$ cat config.mk
export PLATFORM = sky130hd
export DESIGN_NAME = pll_reset_ctrl
export DESIGN_NICKNAME = d
export VERILOG_FILES = /design/src/rtl/pll_ctrl_pkg.sv /design/src/rtl/sync_2ff.sv /design/src/rtl/pll_reset_ctrl.sv
export SDC_FILE = /design/constraint.sdc
export NUM_CORES = 1
export LEC_CHECK = 0
export BUFFER_PORTS_ARGS = -buffer_cell sky130_fd_sc_hd__buf_2
export CELL_PAD_IN_SITES_DETAIL_PLACEMENT = 1
export CELL_PAD_IN_SITES_GLOBAL_PLACEMENT = 1
export CORE_ASPECT_RATIO = 1.5
export CORE_MARGIN = 5
export CORE_UTILIZATION = 46
export CTS_BUF_LIST = sky130_fd_sc_hd__clkbuf_8
export CTS_CLUSTER_DIAMETER = 80
export CTS_CLUSTER_SIZE = 12
export DETAILED_ROUTE_END_ITERATION = 8
export GPL_TIMING_DRIVEN = 0
export PLACE_DENSITY_LB_ADDON = 0.1
export SYNTH_ARGS = -nofsm -noshare
export SYNTH_HDL_FRONTEND = slang
export SYNTH_SLANG_ARGS = --single-unit
export TNS_END_PERCENT = 50
$ cat constraint.sdc
create_clock -name clk -period 2.55 [get_ports clk]
set_input_delay 0 -clock clk [delete_from_list [all_inputs] [get_ports clk]]
set_output_delay 0 -clock clk [all_outputs]
set_load 0.01 [all_outputs]
$ cat src/rtl/pll_ctrl_pkg.sv
`timescale 1ns/1ps
// Shared definitions for the PLL reset sequencer: state encoding and default
// timing constants.
package pll_ctrl_pkg;

  typedef enum logic [2:0] {
    ST_HOLD      = 3'd0,
    ST_WAIT_LOCK = 3'd1,
    ST_STABLE    = 3'd2,
    ST_RUN       = 3'd3,
    ST_FAIL      = 3'd4
  } pll_state_t;

  localparam int DEF_RST_HOLD_CYCLES = 10;
  localparam int DEF_LOCK_TIMEOUT    = 5000;
  localparam int DEF_LOCK_STABLE     = 256;
  localparam int DEF_MAX_RETRY       = 3;
  localparam int DEF_CNT_W           = 16;

endpackage

$ cat src/rtl/sync_2ff.sv
`timescale 1ns/1ps
// 1-bit two-flop synchronizer; both stages clear on synchronous reset.
module sync_2ff (
  input  logic clk,
  input  logic rst,
  input  logic d,
  output logic q
);

  logic meta;

  always_ff @(posedge clk) begin
    if (rst) begin
      meta <= 1'b0;
      q    <= 1'b0;
    end else begin
      meta <= d;
      q    <= meta;
    end
  end

endmodule

$ cat src/rtl/pll_reset_ctrl.sv
`timescale 1ns/1ps
// PLL start-up sequencer: pulses the PLL reset, waits for a debounced lock,
// releases sys_rst, retries a bounded number of times and latches failure.
//
// state     | meaning
// ----------+-----------------------------------------------------------
// HOLD      | pll_areset asserted for RST_HOLD_CYCLES
// WAIT_LOCK | PLL running, waiting up to LOCK_TIMEOUT for locked_s
// STABLE    | locked_s seen; must stay high LOCK_STABLE cycles
// RUN       | downstream reset released, ready high
// FAIL      | retries exhausted; PLL held in reset until areset
module pll_reset_ctrl
  import pll_ctrl_pkg::*;
#(
  parameter int RST_HOLD_CYCLES = DEF_RST_HOLD_CYCLES,
  parameter int LOCK_TIMEOUT    = DEF_LOCK_TIMEOUT,
  parameter int LOCK_STABLE     = DEF_LOCK_STABLE,
  parameter int MAX_RETRY       = DEF_MAX_RETRY,
  parameter int CNT_W           = DEF_CNT_W
) (
  input  logic       clk,
  input  logic       areset,
  input  logic       locked,
  output logic       pll_areset,
  output logic       sys_rst,
  output logic       ready,
  output logic       fail,
  output logic       lost_lock,
  output logic [3:0] retry_cnt
);

  localparam logic [CNT_W-1:0] HOLD_LAST    = CNT_W'(RST_HOLD_CYCLES - 1);
  localparam logic [CNT_W-1:0] TIMEOUT_LAST = CNT_W'(LOCK_TIMEOUT - 1);
  localparam logic [CNT_W-1:0] STABLE_LAST  = CNT_W'(LOCK_STABLE - 1);
  localparam logic [3:0]       RETRY_LAST   = 4'(MAX_RETRY);

  pll_state_t       state, state_nxt;
  logic [CNT_W-1:0] cnt;
  logic [3:0]       retry_nxt;
  logic             lost_nxt;
  logic             locked_s;

  sync_2ff u_lock_sync (
    .clk (clk),
    .rst (areset),
    .d   (locked),
    .q   (locked_s)
  );

  // cnt restarts on every state change, including re-entry via a retry
  always_ff @(posedge clk) begin
    if (areset) begin
      state     <= ST_HOLD;
      cnt       <= '0;
      retry_cnt <= '0;
      lost_lock <= 1'b0;
    end else begin
      state     <= state_nxt;
      retry_cnt <= retry_nxt;
      lost_lock <= lost_nxt;
      cnt       <= (state_nxt != state) ? '0 : cnt + CNT_W'(1);
    end
  end

  always_comb begin
    state_nxt  = state;
    retry_nxt  = retry_cnt;
    lost_nxt   = lost_lock;
    pll_areset = 1'b1;
    sys_rst    = 1'b1;
    ready      = 1'b0;
    fail       = 1'b0;

    case (state)
      ST_HOLD: begin
        if (cnt == HOLD_LAST) state_nxt = ST_WAIT_LOCK;
      end
      ST_WAIT_LOCK: begin
        pll_areset = 1'b0;
        if (locked_s) begin
          state_nxt = ST_STABLE;
        end else if (cnt == TIMEOUT_LAST) begin
          if (retry_cnt == RETRY_LAST) begin
            state_nxt = ST_FAIL;
          end else begin
            retry_nxt = retry_cnt + 4'd1;
            state_nxt = ST_HOLD;
          end
        end
      end
      ST_STABLE: begin
        pll_areset = 1'b0;
        // a dropout outranks the terminal count in the same cycle
        if (!locked_s) begin
          state_nxt = ST_WAIT_LOCK;
        end else if (cnt == STABLE_LAST) begin
          state_nxt = ST_RUN;
          retry_nxt = 4'd0;
        end
      end
      ST_RUN: begin
        pll_areset = 1'b0;
        sys_rst    = 1'b0;
        ready      = 1'b1;
        if (!locked_s) begin
          lost_nxt  = 1'b1;
          state_nxt = ST_HOLD;
        end
      end
      ST_FAIL: begin
        fail = 1'b1;
      end
      default: begin
        state_nxt = ST_HOLD;
      end
    endcase
  end

endmodule

; Word-level counts from Yosys, hierarchy flattened
; Index checks and enable logic that the tools add are counted.
[word_totals]
elab_cells = 47
ram_bits = 0
reg_bits = 26
memories = 0
latch_bits = 0
romBits = 0
inputBits = 3
[op_classes]
n_addsub = 2
n_eq_ne = 14
shifts = 0
muxes = 18
n_lt_le_gt_ge = 0
reduce_logical = 6
multipliers = 0
bitwise_logic = 1
div = 0
[op_table]
columns = cell, n
row1 = 3-bit two-way mux, 7
row2 = 4-bit two-way mux, 5
row3 = "16-bit by 1-bit adder with 16-bit output, second input constant", 1
row4 = "16-bit by 13-bit == test with 1-bit output, second input constant", 1
row5 = "16-bit by 4-bit == test with 1-bit output, second input constant", 1
row6 = "16-bit by 8-bit == test with 1-bit output, second input constant", 1
row7 = 3-bit case mux with 5 select lines, 1
row8 = "2-bit != test, second input constant", 4
row9 = 4-bit case mux with 2 select lines, 1
row10 = "3-bit by 2-bit == test with 1-bit output, second input constant", 2
row11 = 6-bit AND reduction, 1
row12 = "4-bit by 1-bit adder with 4-bit output, second input constant", 1
row13 = "4-bit by 2-bit == test with 1-bit output, second input constant", 1
row14 = 1-bit two-way mux, 4
row15 = "3-bit by 1-bit == test with 1-bit output, second input constant", 1
row16 = "3-bit == test, second input constant", 1
row17 = 3-bit zero test, 1
row18 = 3-bit != test, 1
row19 = 3-bit OR reduction, 1
row20 = "2-bit by 1-bit != test with 1-bit output, second input constant", 1
row21 = 2-bit AND reduction, 1
row22 = 2-bit nonzero test, 1
row23 = 2-bit OR reduction, 1
row24 = 1-bit inverter, 1

; Depth between registers and ports, before layout
; Gate-level depths: netlist (run 1).
[depth]
word_depth = 7
mapped_depth = 8
depth_no_buf = 7

; Modules after synthesis
; Synthesis (run 1) repeated with hierarchy kept, for this count alone.
[unflattened]
hier_cells = 153
area_unflattened_um2 = 1391.3
[by_module_without_submodules]
columns = module, n_inst, seq_area_each_um2, cells_per_inst, area_per_inst_um2
row1 = pll_reset_ctrl, 1, 480.5, 149, 1338.8
row2 = sync_2ff, 1, 40.0, 4, 52.6

; Least setup slack after synthesis (run 1)
; OpenSTA, ideal clock, no wires.
[synth_timing]
path_kind = reg-to-reg
from = register cnt[10]
to = register cnt[0]
setup_slack_ns = 0.375
stages_incl_launch_ff = 7
synth_period_minus_slack_ns = 2.175
arrival_ns = 2.093
cell_sequence = dfxtp_1 > or4_4 > nor4_4 > o32ai_2 > or3_1 > buf_6 > a211oi_2
[synth_between]
elab_chain_len = 6
word_cells_on_any_way = 11
classes_between = eq/ne: 4 / mux: 6 / reduce/logical: 1
[synth_rtl]
columns = element, line
row1 = "start, declared", pll_reset_ctrl.sv:38  ; logic [CNT_W-1:0] cnt;
row2 = "start signal, assigned", pll_reset_ctrl.sv:61  ; cnt <= (state_nxt != state) ? '0 : cnt + CNT_W'(1);
row3 = 16-bit by 8-bit == test with 1-bit output or 16-bit by 13-bit == test with 1-bit output (tied branches), "pll_reset_ctrl.sv:96, pll_reset_ctrl.sv:82"
row4 = 3-bit two-way mux (on tied branches), "pll_reset_ctrl.sv:96, pll_reset_ctrl.sv:82"
row5 = 3-bit two-way mux (on tied branches), "pll_reset_ctrl.sv:94, pll_reset_ctrl.sv:80"
row6 = 3-bit case mux with 5 select lines *, pll_reset_ctrl.sv:74  ; case (state)
row7 = 3-bit != test *, pll_reset_ctrl.sv:61
row8 = 2-bit OR reduction (no source line) *, n/a
; Every way passes the cells marked *; elsewhere a longest branch is shown, timed or not.
; A chain may end at the register's enable or synchronous reset.

; Worst setup path in the final report (run 1)
[layout_timing]
from = register cnt[5]
to = register cnt[12]
[layout_between]
elab_chain_len = 6
word_cells_on_any_way = 12
classes_between = add/sub: 1 / eq/ne: 4 / mux: 6 / reduce/logical: 1
[layout_rtl]
columns = element, line
row1 = 16-bit by 8-bit == test with 1-bit output or 16-bit by 13-bit == test with 1-bit output (tied branches), "pll_reset_ctrl.sv:96, pll_reset_ctrl.sv:82"
row2 = 3-bit two-way mux (on tied branches), "pll_reset_ctrl.sv:96, pll_reset_ctrl.sv:82"
row3 = 3-bit two-way mux (on tied branches), "pll_reset_ctrl.sv:94, pll_reset_ctrl.sv:80"
row4 = 3-bit case mux with 5 select lines, pll_reset_ctrl.sv:74
row5 = 3-bit != test, pll_reset_ctrl.sv:61
row6 = 2-bit OR reduction (no source line), n/a
; Parallel ways exist; a longest one is shown, timed or not.

==> reports/results.env, run 1 <==
FIN_CRIT_PS=2440
WORST_HOLD_PATH_TYPE='input port to register'
AREA.GROWTH.SYNTH_TO_FINAL_PCT=12.6
OUTCOME='finished clean'
SYN-MEAN-INSTANCE-AREA_UM2=9.07
R2R.WORST_PATH.CELLS=6
YOSYSTOPAREACELL='dfxtp_1'
CRITPATHARRIVALTIME_PS=2630
NUMBER_OF_NETS_IN_THE_FINISHED_DESIGN=171
DRT_ITER0_DRC=15
GRT_OVERFLOW=0
SYNTH_AREA_LEADERS='dfxtp_1 39%, a211oi_2 8.4%, xnor2_1 5.9%, nor2_1 5.6%, xor2_1 4.6%'
DESIGN.CORE.AREA_UM2=2850
ANTENNA_FOUND_INITIAL=0
ANTENNA_LEFT=0
FINAL_LAYOUT_SIZE_SUFFIX_GT1_SHARE_PCT=20.2
HOLD_PATH.STARTPOINT='areset'
POSTSYNTH.ASYNCRESETSHARE_PCT=0
REGISTER_AREA_UM2=520
TOT_GR_TRACK_USE_PCT=17.0
FINALWEIGHTEDCONGESTION=0.819
CP.REQUIRED_PS=2740
GRT_PASS1_WL_UM=5450
SYNTH_COMMON_CELLS='26 x dfxtp_1, 20 x nor2_1, 10 x nand2_1'
CLK_PIN_SLEW_WORST_PATHS_PS=90
INITIAL_CORE_UTIL_PCT=47.1
TIMING.HOLD.WORST_ENDPOINT='state[2]'
FINALINSTANCEAREA_UM2=1510
HPWLAFTERDP_UM=2420
SYNTH_TOP_AREA_SHARE_PCT=38.8
PATH_MAX_FANOUT=9
ROUTED_WIRE_LENGTH_PER_INSTANCE_UM=15.5
SYNTH.CELL_AREA_UM2=1340
DRT_PRE_ANTENNA_ITERS=4
YS_WARN_COUNT=0
CRITICAL_PATH.ENDPOINT_TYPE='register'
LAYOUT_WORST_PATH_CYCLE_SHARE_PCT=95.5
AVGVIACOUNTPERCELL=5.55
CP-START-KIND='register'
CLOCK_TREE.ROOT_CELL='clkbuf_8'
POSTSYNTHCELLCOUNT=148
FINALSETUPVIOLATIONS=0
POWER-PER-CELL-AREA_nW_PER_UM2=447
FINAL_HOLD_VIOL_COUNT=0
NUMBER_OF_UNIQUE_STANDARD_CELL_TYPES_USED_BY_SYNTHESIS=36
NUM_ANTENNA_CELLS=0
PORTBUFFERS=11
WORSTREG2REGEND='cnt[12]'
SYNTHESIZED_NETS=154
POST-ROUTE-UTIL_PCT=53.0
WORST-SETUP-PATH-TYPE='register to register'
DOMINANT_CELL_BY_COUNT_IN_THE_SYNTHESIZED_NETLIST='dfxtp_1'
REMAINING_DRC_ERRORS=0
FINAL.FILL_COUNT=358
SKEW_PS=7.10
MAX_SLEW.WORST_PIN.SLEW_PS=458
CLK-INSERTION-DELAY-LATE_PS=270
P_LEAK_nW=0.528
SLEW_HEADROOM_PCT=69.5
DIE_BOUNDARY_WIDTH_UM=54.1
HOLD_DEPTH=3
CRITICAL_PATH.REG2REG.STARTPOINT='cnt[5]'
CTS_BUFFERS=3
SEQ_AREA_FRAC_SYNTH_PCT=38.8
POWER.IR.VDD_WORST_mV=0.206
MAXCLOCKFREQUENCY_GHz=0.411
CTS.SINKS=26
YOSYS_REGISTER_BITS=26
SYNTH_FLOP_CELL='dfxtp_1'
MAX-CLOCK-PATH-BUFFERS=2
HTREEDEPTH=1
FINAL_MAX_SLEW_VIOL_COUNT=0
NUMBER_OF_PLACEMENT_ROWS=24
MAX_CAP_VIOL=0
GRT_SETUP_UNREPAIRED='yes'
WIRELENGTH_UM=3130
PLACEDINSTANCEAREA_UM2=1450
DESIGN.DIE.AREA_UM2=4120
VIA_COUNT_OF_THE_FIRST_GLOBAL_ROUTING_PASS=1215
IO_PINS=12
MULTIINPUTGATEAREA_UM2=788
SETUP.REG_TO_REG.WORST_SLACK_PS=110
VIA_COUNT=1122
SYNTH_ENABLE_FLOP_CELLS=0
DIE_Y_UM=76.2
CTS_TREE='built'
GRT_MAX_DEGREE=14
==> worst max-delay path, cell delays in order, from the launching register on <==
cell      delay (ps)
dfxtp_1          380
or4_4            550
nor4_4           480
o32ai_2          210
or3_1            390
buf_6            160
a211oi_2         190
==> power by group <==
group	internal, mW	leakage [nW]	switching (mW)
logic	0.0124	0.296	0.0152
registers	0.412	0.210	0.00676
clock network	0.106	0.0216	0.124
==> per-layer routing <==
layer  vias up  share of wire [%]  GRT usage, %
li1        554                  -             -
met1       552                 40          19.2
met2        11                 56          30.7
met3         5                1.7          2.35
met4         0                1.5          5.99
met5         -                  0             0
==> what timing repair did <==
action	in CTS	in global routing
resized for setup	0	2
hold endpoints to repair	1	0
buffers inserted	0	0
hold buffers	1	0
endpoints found under the setup margin	0	14
==> placed cells by master, fill, tap and decap left out, types with 2 or more instances in the layout <==
master	instances
nor3_1	6
and3_1	2
a211oi_2	9
or4_4	2
inv_1	6
or3_1	3
o21ai_0	3
ha_1	3
dfxtp_1	26
nor2b_1	4
nand4_1	4
nor2_1	20
xor2_1	7
clkbuf_8	3
buf_2	13
nand2_1	10
xnor2_1	9
a21oi_1	7
nand3b_1	2
nand3_1	6
==> sequential cells by signal (all words and copies together) (netlist names) <==
| register | flops |
|---|---|
| cnt | 16 |
| retry_cnt | 4 |
| state | 3 |
| lost_lock | 1 |
| u_lock_sync.meta | 1 |
| u_lock_sync.q | 1 |
==> worst max path at each step <==
stage	start	end	depth (start not counted)
after floorplan	cnt[10]	cnt[0]	6
after global placement	state[2]	cnt[6]	6
after detailed placement	state[2]	cnt[9]	6
after CTS	state[2]	cnt[6]	6
after global routing	cnt[11]	cnt[5]	6
final	cnt[5]	cnt[12]	6
==> through the flow <==
step           setup TNS (ps)  power [mW]  cells  setup WS, ps  hold WS [ps]
3_3_place_gp                0       0.454    198           164           218
5_1_grt                 -13.0       0.702    202         -13.0           258
6_report                    0       0.676    202           114           207
3_5_place_dp                0       0.455    198          49.9           228
2_1_floorplan               0       0.447    148           375           128
4_1_cts                     0       0.682    202          25.1           222
==> kinds of logic (layout without fill, tap and decap cells) <==
logic type	Yosys count	in the layout	synth area share, %
AO/OA/AOI/OAI	24	24	15.8
XOR/XNOR	16	16	10.4
adder cells (fa/ha/maj)	3	3	2.80
buffers and inverters	10	25	3.54
flip-flops	26	26	38.8
AND/OR/NAND/NOR	69	69	28.7
==> cell type report <==
class                   instances  area share (%)
plain buffers                   4            1.66
clock buffers                   3            2.73
inverters                       6            1.49
multi-input cells             112            52.2
flip-flops and latches         26            34.4
well taps                      39            3.23
repair buffers                 12            4.30
Note: power is estimated with default switching activity, not from simulation.
==> run 2: changes to the inputs <==
--- a/config.mk
+++ b/config.mk
@@ -10,7 +10,7 @@
 export CELL_PAD_IN_SITES_GLOBAL_PLACEMENT = 1
 export CORE_ASPECT_RATIO = 1.5
 export CORE_MARGIN = 5
-export CORE_UTILIZATION = 46
+export CORE_UTILIZATION = 45
 export CTS_BUF_LIST = sky130_fd_sc_hd__clkbuf_8
 export CTS_CLUSTER_DIAMETER = 80
 export CTS_CLUSTER_SIZE = 12
==> run 2 against run 1 <==
  * Largest power group unchanged
  * Register-to-register slack improved by 20 ps
  * Die area increased by 1.9%
  * Worst hold slack got worse by 20 ps
  * Critical path depth unchanged
  * Combinational power increased by 16%
  * Critical path type unchanged
  * Flip-flop and latch count unchanged
==> reports/results.env, run 2 (synthesis results as in run 1) <==
WORST_HOLD_PATH_TYPE='input port to register'  # unchanged
FINALSETUPTNS_PS=0  # unchanged
MOST-COMMON-LAYOUT-CELLS='26 x dfxtp_1, 20 x nor2_1, 13 x buf_2'  # unchanged
SETUP.REG_TO_REG.WORST_SLACK_PS=130  # was 110 ps
ANTENNA_FOUND_INITIAL=0  # unchanged
DRT_ITER0_DRC=10  # was 15
HOLD_PATH.STARTPOINT='areset'  # unchanged
CP_CELL_SEQUENCE='or4_4 > nor4_4 > o32ai_2 > or3_1 > buf_6 > a211oi_2'  # unchanged
SLEW_HEADROOM_PCT=70.2  # was 69.5%
FIN_CELLS=206  # was 202
NUM_ANTENNA_CELLS=0  # unchanged
DIE_Y_UM=76.9  # was 76.2 um
CRITICAL-PATH-TOP-DELAY-FAMILY='simple AND/OR/NAND/NOR gates'  # unchanged
TIMING.HOLD.WORST_ENDPOINT='cnt[5]'  # was state[2]
CRITICAL_PATH.ENDPOINT_TYPE='register'  # unchanged
ROUTED_WIRE_LENGTH_PER_INSTANCE_UM=15.2  # was 15.5 um
WORSTREG2REGEND='cnt[0]'  # was cnt[12]
POWER_uW=713  # was 676 uW
CTS_BUFFERS=3  # unchanged
WIRELENGTH_UM=3140  # was 3130 um
FINAL_MAX_SLEW_VIOL_COUNT=0  # unchanged
NUMBER_OF_NETS_IN_THE_FINISHED_DESIGN=174  # was 171
CRITICAL-PATH-SLOWEST-CELL='or4_4'  # unchanged
CRITPATHARRIVALTIME_PS=2610  # was 2630 ps
CTS.SINKS=26  # unchanged
LARGEST-REGISTER='cnt'  # unchanged
IO_PINS=12  # unchanged
MAX_SLEW.WORST_PIN.SLEW_PS=448  # was 458 ps
FINALSETUPVIOLATIONS=0  # unchanged
POWER.IR.VDD_WORST_mV=0.320  # was 0.206 mV
AVGVIACOUNTPERCELL=5.58  # was 5.55
AREA.GROWTH.SYNTH_TO_FINAL_PCT=14.8  # was 12.6%
FINALINSTANCEAREA_UM2=1540  # was 1510 um^2
ANTENNA_LEFT=0  # unchanged
WORST-SETUP-PATH-TYPE='register to register'  # unchanged
TIMING.HOLD.WS_PS=187  # was 207 ps
LAYOUT_COMMONEST_CELL='dfxtp_1'  # unchanged
CTS_TREE='built'  # unchanged
NUMBER_OF_PLACEMENT_ROWS=24  # unchanged
CLK-INSERTION-DELAY-LATE_PS=270  # about the same
LAYOUT_WORST_PATH_CYCLE_SHARE_PCT=94.8  # was 95.5%
CLK_PIN_SLEW_WORST_PATHS_PS=80  # was 90 ps
WORSTSETUPSTARTPOINT='cnt[10]'  # was cnt[5]
TOP_REGS='cnt: 16 flops, retry_cnt: 4 flops, state: 3 flops'  # unchanged
MAX-CLOCK-PATH-BUFFERS=2  # unchanged
DESIGN.CORE.AREA_UM2=2880  # was 2850 um^2
WORST-PATH-BUF-INV=1  # unchanged
CP-START-KIND='register'  # unchanged
CRITICAL_PATH.REG2REG.STARTPOINT='cnt[10]'  # was cnt[5]
FINAL_LAYOUT_SIZE_SUFFIX_GT1_SHARE_PCT=21.6  # was 20.2%
DESIGN.DIE.AREA_UM2=4200  # was 4120 um^2
VIA_COUNT=1149  # was 1,122
HPWLAFTERDP_UM=2370  # was 2420 um
POSTLAYOUTSETUPSLACKWORST_PS=132  # was 114 ps
REMAINING_DRC_ERRORS=0  # unchanged
VIA_COUNT_OF_THE_FIRST_GLOBAL_ROUTING_PASS=1198  # was 1,215
GRT_MAX_DEGREE=15  # was 14
NUMBER_OF_FLIP_FLOPS_UNDER_THE_LARGEST_REGISTER_NAME=16  # unchanged
SKEW_PS=1.78  # was 7.10 ps
MAX_CAP_VIOL=0  # unchanged
FINALWEIGHTEDCONGESTION=0.817  # was 0.819
HTREEDEPTH=1  # unchanged
GRT_OVERFLOW=0  # unchanged
DRT_PRE_ANTENNA_ITERS=3  # was 4
P_LEAK_nW=0.549  # was 0.528 nW
INITIAL_CORE_UTIL_PCT=46.6  # was 47.1%
MAXCLOCKFREQUENCY_GHz=0.414  # was 0.411 GHz
HOLD_DEPTH=4  # was 3
PRECTSSETUPSLACK_PS=114  # was 49.9 ps
GRT_PASS1_WL_UM=5470  # was 5450 um
DIE_BOUNDARY_WIDTH_UM=54.6  # was 54.1 um
POWER-PER-CELL-AREA_nW_PER_UM2=462  # was 447 nW/um^2
CP.REQUIRED_PS=2740  # about the same
TOT_GR_TRACK_USE_PCT=17.2  # was 17.0%
GRT_SETUP_UNREPAIRED='no'  # was yes
R2R.WORST_PATH.CELLS=6  # unchanged
CLOCK_TREE.ROOT_CELL='clkbuf_8'  # unchanged
DP_CELL_COUNT=198  # unchanged
PLACEDINSTANCEAREA_UM2=1450  # unchanged
CRITICAL-PATH-MAX-STAGE-DELAY_PS=590  # was 550 ps
PORTBUFFERS=11  # unchanged
OUTCOME='finished clean'  # unchanged
FINAL_HOLD_VIOL_COUNT=0  # unchanged
POST-ROUTE-UTIL_PCT=53.5  # was 53.0%
PATH_MAX_FANOUT=9  # unchanged
FIN_CRIT_PS=2420  # was 2440 ps
## run 2: cell count changes in the layout (fill, tap and decap cells not counted), sizes merged
cell    delta
buf        +3
clkbuf     +1
## run 2: final cells by class
cell class / count / area [um^2]
Buffer: 4 / 25.0
Clock buffer: 4 / 55.1
Fill cell: 360 / 1340
Inverter: 6 / 22.5
Multi-Input combinational cell: 112 / 782
Sequential cell: 26 / 520
Tap cell: 39 / 48.8
Timing Repair Buffer: 15 / 87.6
## run 2: what timing repair did
action	in CTS	in global routing
resized for setup	0	1
hold buffers	1	0
buffers inserted	0	3
endpoints found under the setup margin	0	14
endpoints found under the hold margin	1	0
## run 2: per-layer routing
metal / up-vias / global-route usage, % / share of wire [%]
li1: 560 / - / -
met1: 573 / 19.1 / 39
met2: 11 / 30.6 / 58
met3: 5 / 3.10 / 2.0
met4: 0 / 6.23 / 1.3
met5: - / 0 / 0
## run 2: worst max-delay path by stage
stage	depth (start not counted)	end
floorplan	6	cnt[0]
global placement	5	cnt[5]
detailed placement	6	cnt[8]
CTS	6	cnt[4]
global route	6	cnt[8]
finish	6	cnt[0]
## run 2: tightest hold or removal path, cell delays in order
cell	delay, ps
buf_2	80
nand3b_1	180
buf_4	140
a211oi_2	30
## run 2: where the power goes
group          switching (mW)  internal [mW]  leakage (nW)
sequential            0.00695          0.412         0.210
combinational          0.0168         0.0154         0.310
clock                   0.124          0.138        0.0288
==> run 3: changes to the inputs <==
--- a/config.mk
+++ b/config.mk
@@ -19,5 +19,6 @@
 export PLACE_DENSITY_LB_ADDON = 0.1
 export SYNTH_ARGS = -nofsm -noshare
 export SYNTH_HDL_FRONTEND = slang
+export SYNTH_HIERARCHICAL = 1
 export SYNTH_SLANG_ARGS = --single-unit
 export TNS_END_PERCENT = 50
==> run 3 against run 2 <==
  * Critical path depth rose by 2
  * Sequential share of layout area is 0.62 points lower
  * Global-route usage down 1.4 points
  * Routed wire length grew 3.4%
  * Design area increased by 1.9%
  * Setup slack better by 250 ps
  * Synthesized cell count grew 3.4%
  * Non-clock buffer count stayed put
  * Clock skew rose by 1.9 ps
  * Clock power rose by 5%
  * Area after synthesis is 3.6% higher
  * Register-to-register slack better by 250 ps
  * Largest cell class unchanged
==> reports/results.env, run 3 <==
OUTCOME='finished clean'  # unchanged
HTREEDEPTH=1  # unchanged
SLEW_HEADROOM_PCT=50.1  # was 70.2%
INITIAL_CORE_UTIL_PCT=47.3  # was 46.6%
POWER.INTERNAL_uW=569  # was 565 uW
SETUP.REG_TO_REG.WORST_SLACK_PS=380  # was 130 ps
CTS.SINKS=26  # unchanged
MOST-COMMON-LAYOUT-CELLS='26 x dfxtp_1, 15 x nor2_1, 13 x buf_2'  # was 26 x dfxtp_1, 20 x nor2_1, 13 x buf_2
CRITICAL_PATH.ENDPOINT_TYPE='register'  # unchanged
FINALSETUPTNS_PS=0  # unchanged
TOP_REGS='cnt: 16 flops, retry_cnt: 4 flops, state: 3 flops'  # unchanged
POSTSYNTHCELLCOUNT=153  # was 148
CRITPATHARRIVALTIME_PS=2340  # was 2610 ps
GRT_OVERFLOW=0  # unchanged
CRITICAL_PATH.REG2REG.STARTPOINT='cnt[0]'  # was cnt[10]
VIA_COUNT_OF_THE_FIRST_GLOBAL_ROUTING_PASS=1250  # was 1,198
SYNTH_FLOP_CELL='dfxtp_1'  # unchanged
POWER.SWITCHING_uW=165  # was 148 uW
POWER_uW=734  # was 713 uW
CLK_PIN_SLEW_WORST_PATHS_PS=90  # was 80 ps
LAYOUT_COMMONEST_CELL='dfxtp_1'  # unchanged
GRT_PASS1_WL_UM=5650  # was 5470 um
CLK-INSERTION-DELAY-LATE_PS=270  # about the same
NUMBER_OF_PLACEMENT_ROWS=24  # unchanged
AREA.GROWTH.SYNTH_TO_FINAL_PCT=12.9  # was 14.8%
DOMINANT_CELL_BY_COUNT_IN_THE_SYNTHESIZED_NETLIST='dfxtp_1'  # unchanged
GRT_MAX_DEGREE=15  # unchanged
YOSYSTOPAREACELL='dfxtp_1'  # unchanged
POWER-PER-CELL-AREA_nW_PER_UM2=468  # was 462 nW/um^2
SYNTH_ENABLE_FLOP_CELLS=0  # unchanged
YS_WARN_COUNT=6  # was 0
IO_PINS=12  # unchanged
TOT_GR_TRACK_USE_PCT=15.8  # was 17.2%
MAXCLOCKFREQUENCY_GHz=0.462  # was 0.414 GHz
R2R.WORST_PATH.CELLS=8  # was 6
WORSTSETUPSTARTPOINT='cnt[0]'  # was cnt[10]
SYNTH_COMMON_CELLS='26 x dfxtp_1, 15 x nor2_1, 10 x xnor2_1'  # was 26 x dfxtp_1, 20 x nor2_1, 10 x nand2_1
DRT_PRE_ANTENNA_ITERS=4  # was 3
WORST-SETUP-PATH-TYPE='register to register'  # unchanged
PORTBUFFERS=11  # unchanged
ANTENNA_FOUND_INITIAL=0  # unchanged
SYN-MEAN-INSTANCE-AREA_UM2=9.09  # was 9.07 um^2
POSTSYNTH.ASYNCRESETSHARE_PCT=0  # unchanged
FINALWEIGHTEDCONGESTION=0.787  # was 0.817
SEQ_AREA_FRAC_SYNTH_PCT=37.4  # was 38.8%
DIE_BOUNDARY_WIDTH_UM=55.4  # was 54.6 um
PATH_MAX_FANOUT=9  # unchanged
PWR-SHARE-SEQ_PCT=57.1  # was 58.7%
CTS_REPAIR_RESIZE_COUNT=0  # unchanged
COMB_POWER_SHARE_PCT=5.6  # was 4.5%
HOLD_PATH.STARTPOINT='areset'  # unchanged
DRT_ITER0_DRC=13  # was 10
HOLD_BUFFERS=2  # was 1
DIE_Y_UM=78.1  # was 76.9 um
FINALSETUPVIOLATIONS=0  # unchanged
MAX_SLEW.WORST_PIN.SLEW_PS=749  # was 448 ps
FINAL_LAYOUT_SIZE_SUFFIX_GT1_SHARE_PCT=15.3  # was 21.6%
SYNTH_AREA_LEADERS='dfxtp_1 37%, o211a_1 6.5%, xnor2_1 6.3%, nor2_1 4.0%, xor2_1 3.8%'  # was dfxtp_1 39%, a211oi_2 8.4%, xnor2_1 5.9%, nor2_1 5.6%, xor2_1 4.6%
NUMBER_OF_NETS_IN_THE_FINISHED_DESIGN=177  # was 174
SHARE_OF_POWER_BURNED_IN_THE_CLOCK_NETWORK_PCT=37.3  # was 36.8%
WIRELENGTH_UM=3250  # was 3140 um
SKEW_PS=3.72  # was 1.78 ps
DP_CELL_COUNT=203  # was 198
POWER.IR.VDD_WORST_mV=0.328  # was 0.320 mV
FIN_CELLS=209  # was 206
FINAL_HOLD_VIOL_COUNT=0  # unchanged
POST-CTS-SETUP-BUFFER-COUNT=0  # unchanged
NUMBER_OF_FLIP_FLOPS_UNDER_THE_LARGEST_REGISTER_NAME=16  # unchanged
DESIGN.CORE.AREA_UM2=2940  # was 2880 um^2
CP-START-KIND='register'  # unchanged
SYNTH.CELL_AREA_UM2=1390  # was 1340 um^2
CLOCK_TREE.ROOT_CELL='clkbuf_8'  # unchanged
CP.REQUIRED_PS=2720  # was 2740 ps
ANTENNA_LEFT=0  # unchanged
P_LEAK_nW=0.676  # was 0.549 nW
REMAINING_DRC_ERRORS=0  # unchanged
HOLD_DEPTH=3  # was 4
SYNTHESIZED_NETS=159  # was 154
TIMING.HOLD.WS_PS=445  # was 187 ps
NUMBER_OF_UNIQUE_STANDARD_CELL_TYPES_USED_BY_SYNTHESIS=39  # was 36
POWER.SHARE.SWITCHING_PCT=22.5  # was 20.7%
MAX-CLOCK-PATH-BUFFERS=2  # unchanged
CTS_TREE='built'  # unchanged
LARGEST-REGISTER='cnt'  # unchanged
WORST_HOLD_PATH_TYPE='input port to register'  # unchanged
NUM_ANTENNA_CELLS=0  # unchanged
YOSYS_REGISTER_BITS=26  # unchanged
FIN_CRIT_PS=2170  # was 2420 ps
CTS_BUFFERS=3  # unchanged
LAYOUT_WORST_PATH_CYCLE_SHARE_PCT=84.9  # was 94.8%
FINAL_MAX_SLEW_VIOL_COUNT=0  # unchanged
AVGVIACOUNTPERCELL=5.76  # was 5.58
GRT_SETUP_UNREPAIRED='no'  # unchanged
SYNTH_TOP_AREA_SHARE_PCT=37.4  # was 38.8%
MAX_CAP_VIOL=0  # unchanged
ROUTED_WIRE_LENGTH_PER_INSTANCE_UM=15.5  # was 15.2 um
VIA_COUNT=1203  # was 1,149
HPWLAFTERDP_UM=2470  # was 2370 um
DESIGN.DIE.AREA_UM2=4330  # was 4200 um^2
run 3: cell count changes in the layout (fill, tap and decap cells not counted), moves of 3 or more:
cell	delta
a211oi_2	-9
a21oi_1	-3
and4_1	+3
buf_4	-3
nand2_1	-4
nand4_1	+4
nor2_1	-5
o211a_1	+9
or3_1	-3
run 3: path summary, 6_finish.rpt:
check,to
worst max-delay path,cnt[5]
worst min-delay path,u_lock_sync/meta
worst max register to register,cnt[5]
worst min register to register,u_lock_sync/q
run 3: per-layer routing:
| layer | vias up | part of all wire (%) | routed length, um | GRT usage, % |
|---|---|---|---|---|
| met5 | - | 0 | 0 | 0 |
| met3 | 2 | 2.1 | 67 | 2.30 |
| met4 | 0 | 0.83 | 27 | 7.30 |
| met2 | 10 | 57 | 1840 | 31.5 |
| li1 | 586 | - | - | - |
| met1 | 605 | 41 | 1320 | 15.6 |
run 3: power by group through the flow:
stage	Combinational (mW)	Clock [mW]	Sequential, mW
2_1_floorplan	0.0282	0	0.428
3_3_place_gp	0.0382	0	0.429
3_5_place_dp	0.0393	0	0.429
4_1_cts	0.0420	0.278	0.420
5_1_grt	0.0468	0.300	0.421
6_report	0.0413	0.274	0.419
run 3: critical path, stage by stage, from the launching register on:
cell     delay, ps
dfxtp_1        350
ha_1           270
and4_1         220
and4_1         200
buf_6          130
o41a_1         350
and3b_1        190
buf_6          130
o211a_1        220
run 3: stage by stage:
| stage | setup slack [ps] | instance area [um^2] | util, % |
|---|---|---|---|
| after CTS | 361 | 1570 | 53.4 |
| after global placement | 394 | 1500 | 50.8 |
| after global routing | 248 | 1570 | 53.4 |
| final | 384 | 1570 | 53.4 |
| after floorplan | 513 | 1390 | - |
| after detailed placement | 381 | 1500 | 50.8 |
run 3: kinds of logic (layout without fill, tap and decap cells):
kind of cell    Yosys count  in the layout  share of synthesized area, %
compound gates           28             28                          17.3
flops                    26             26                          37.4
xor+xnor                 16             16                          10.1
fa+ha+maj                 3              3                          2.70
simple gates             66             66                          27.5
buf+inv                  14             31                          5.04
run 3: final cells by class:
type / instances / area, um^2
fill: 371 / 1370
tap: 39 / 48.8
timing repair buffer: 13 / 75.1
multi-input combinational: 113 / 801
sequential: 26 / 520
clock buffer: 4 / 55.1
inverter: 8 / 30.0
buffer: 6 / 40.0
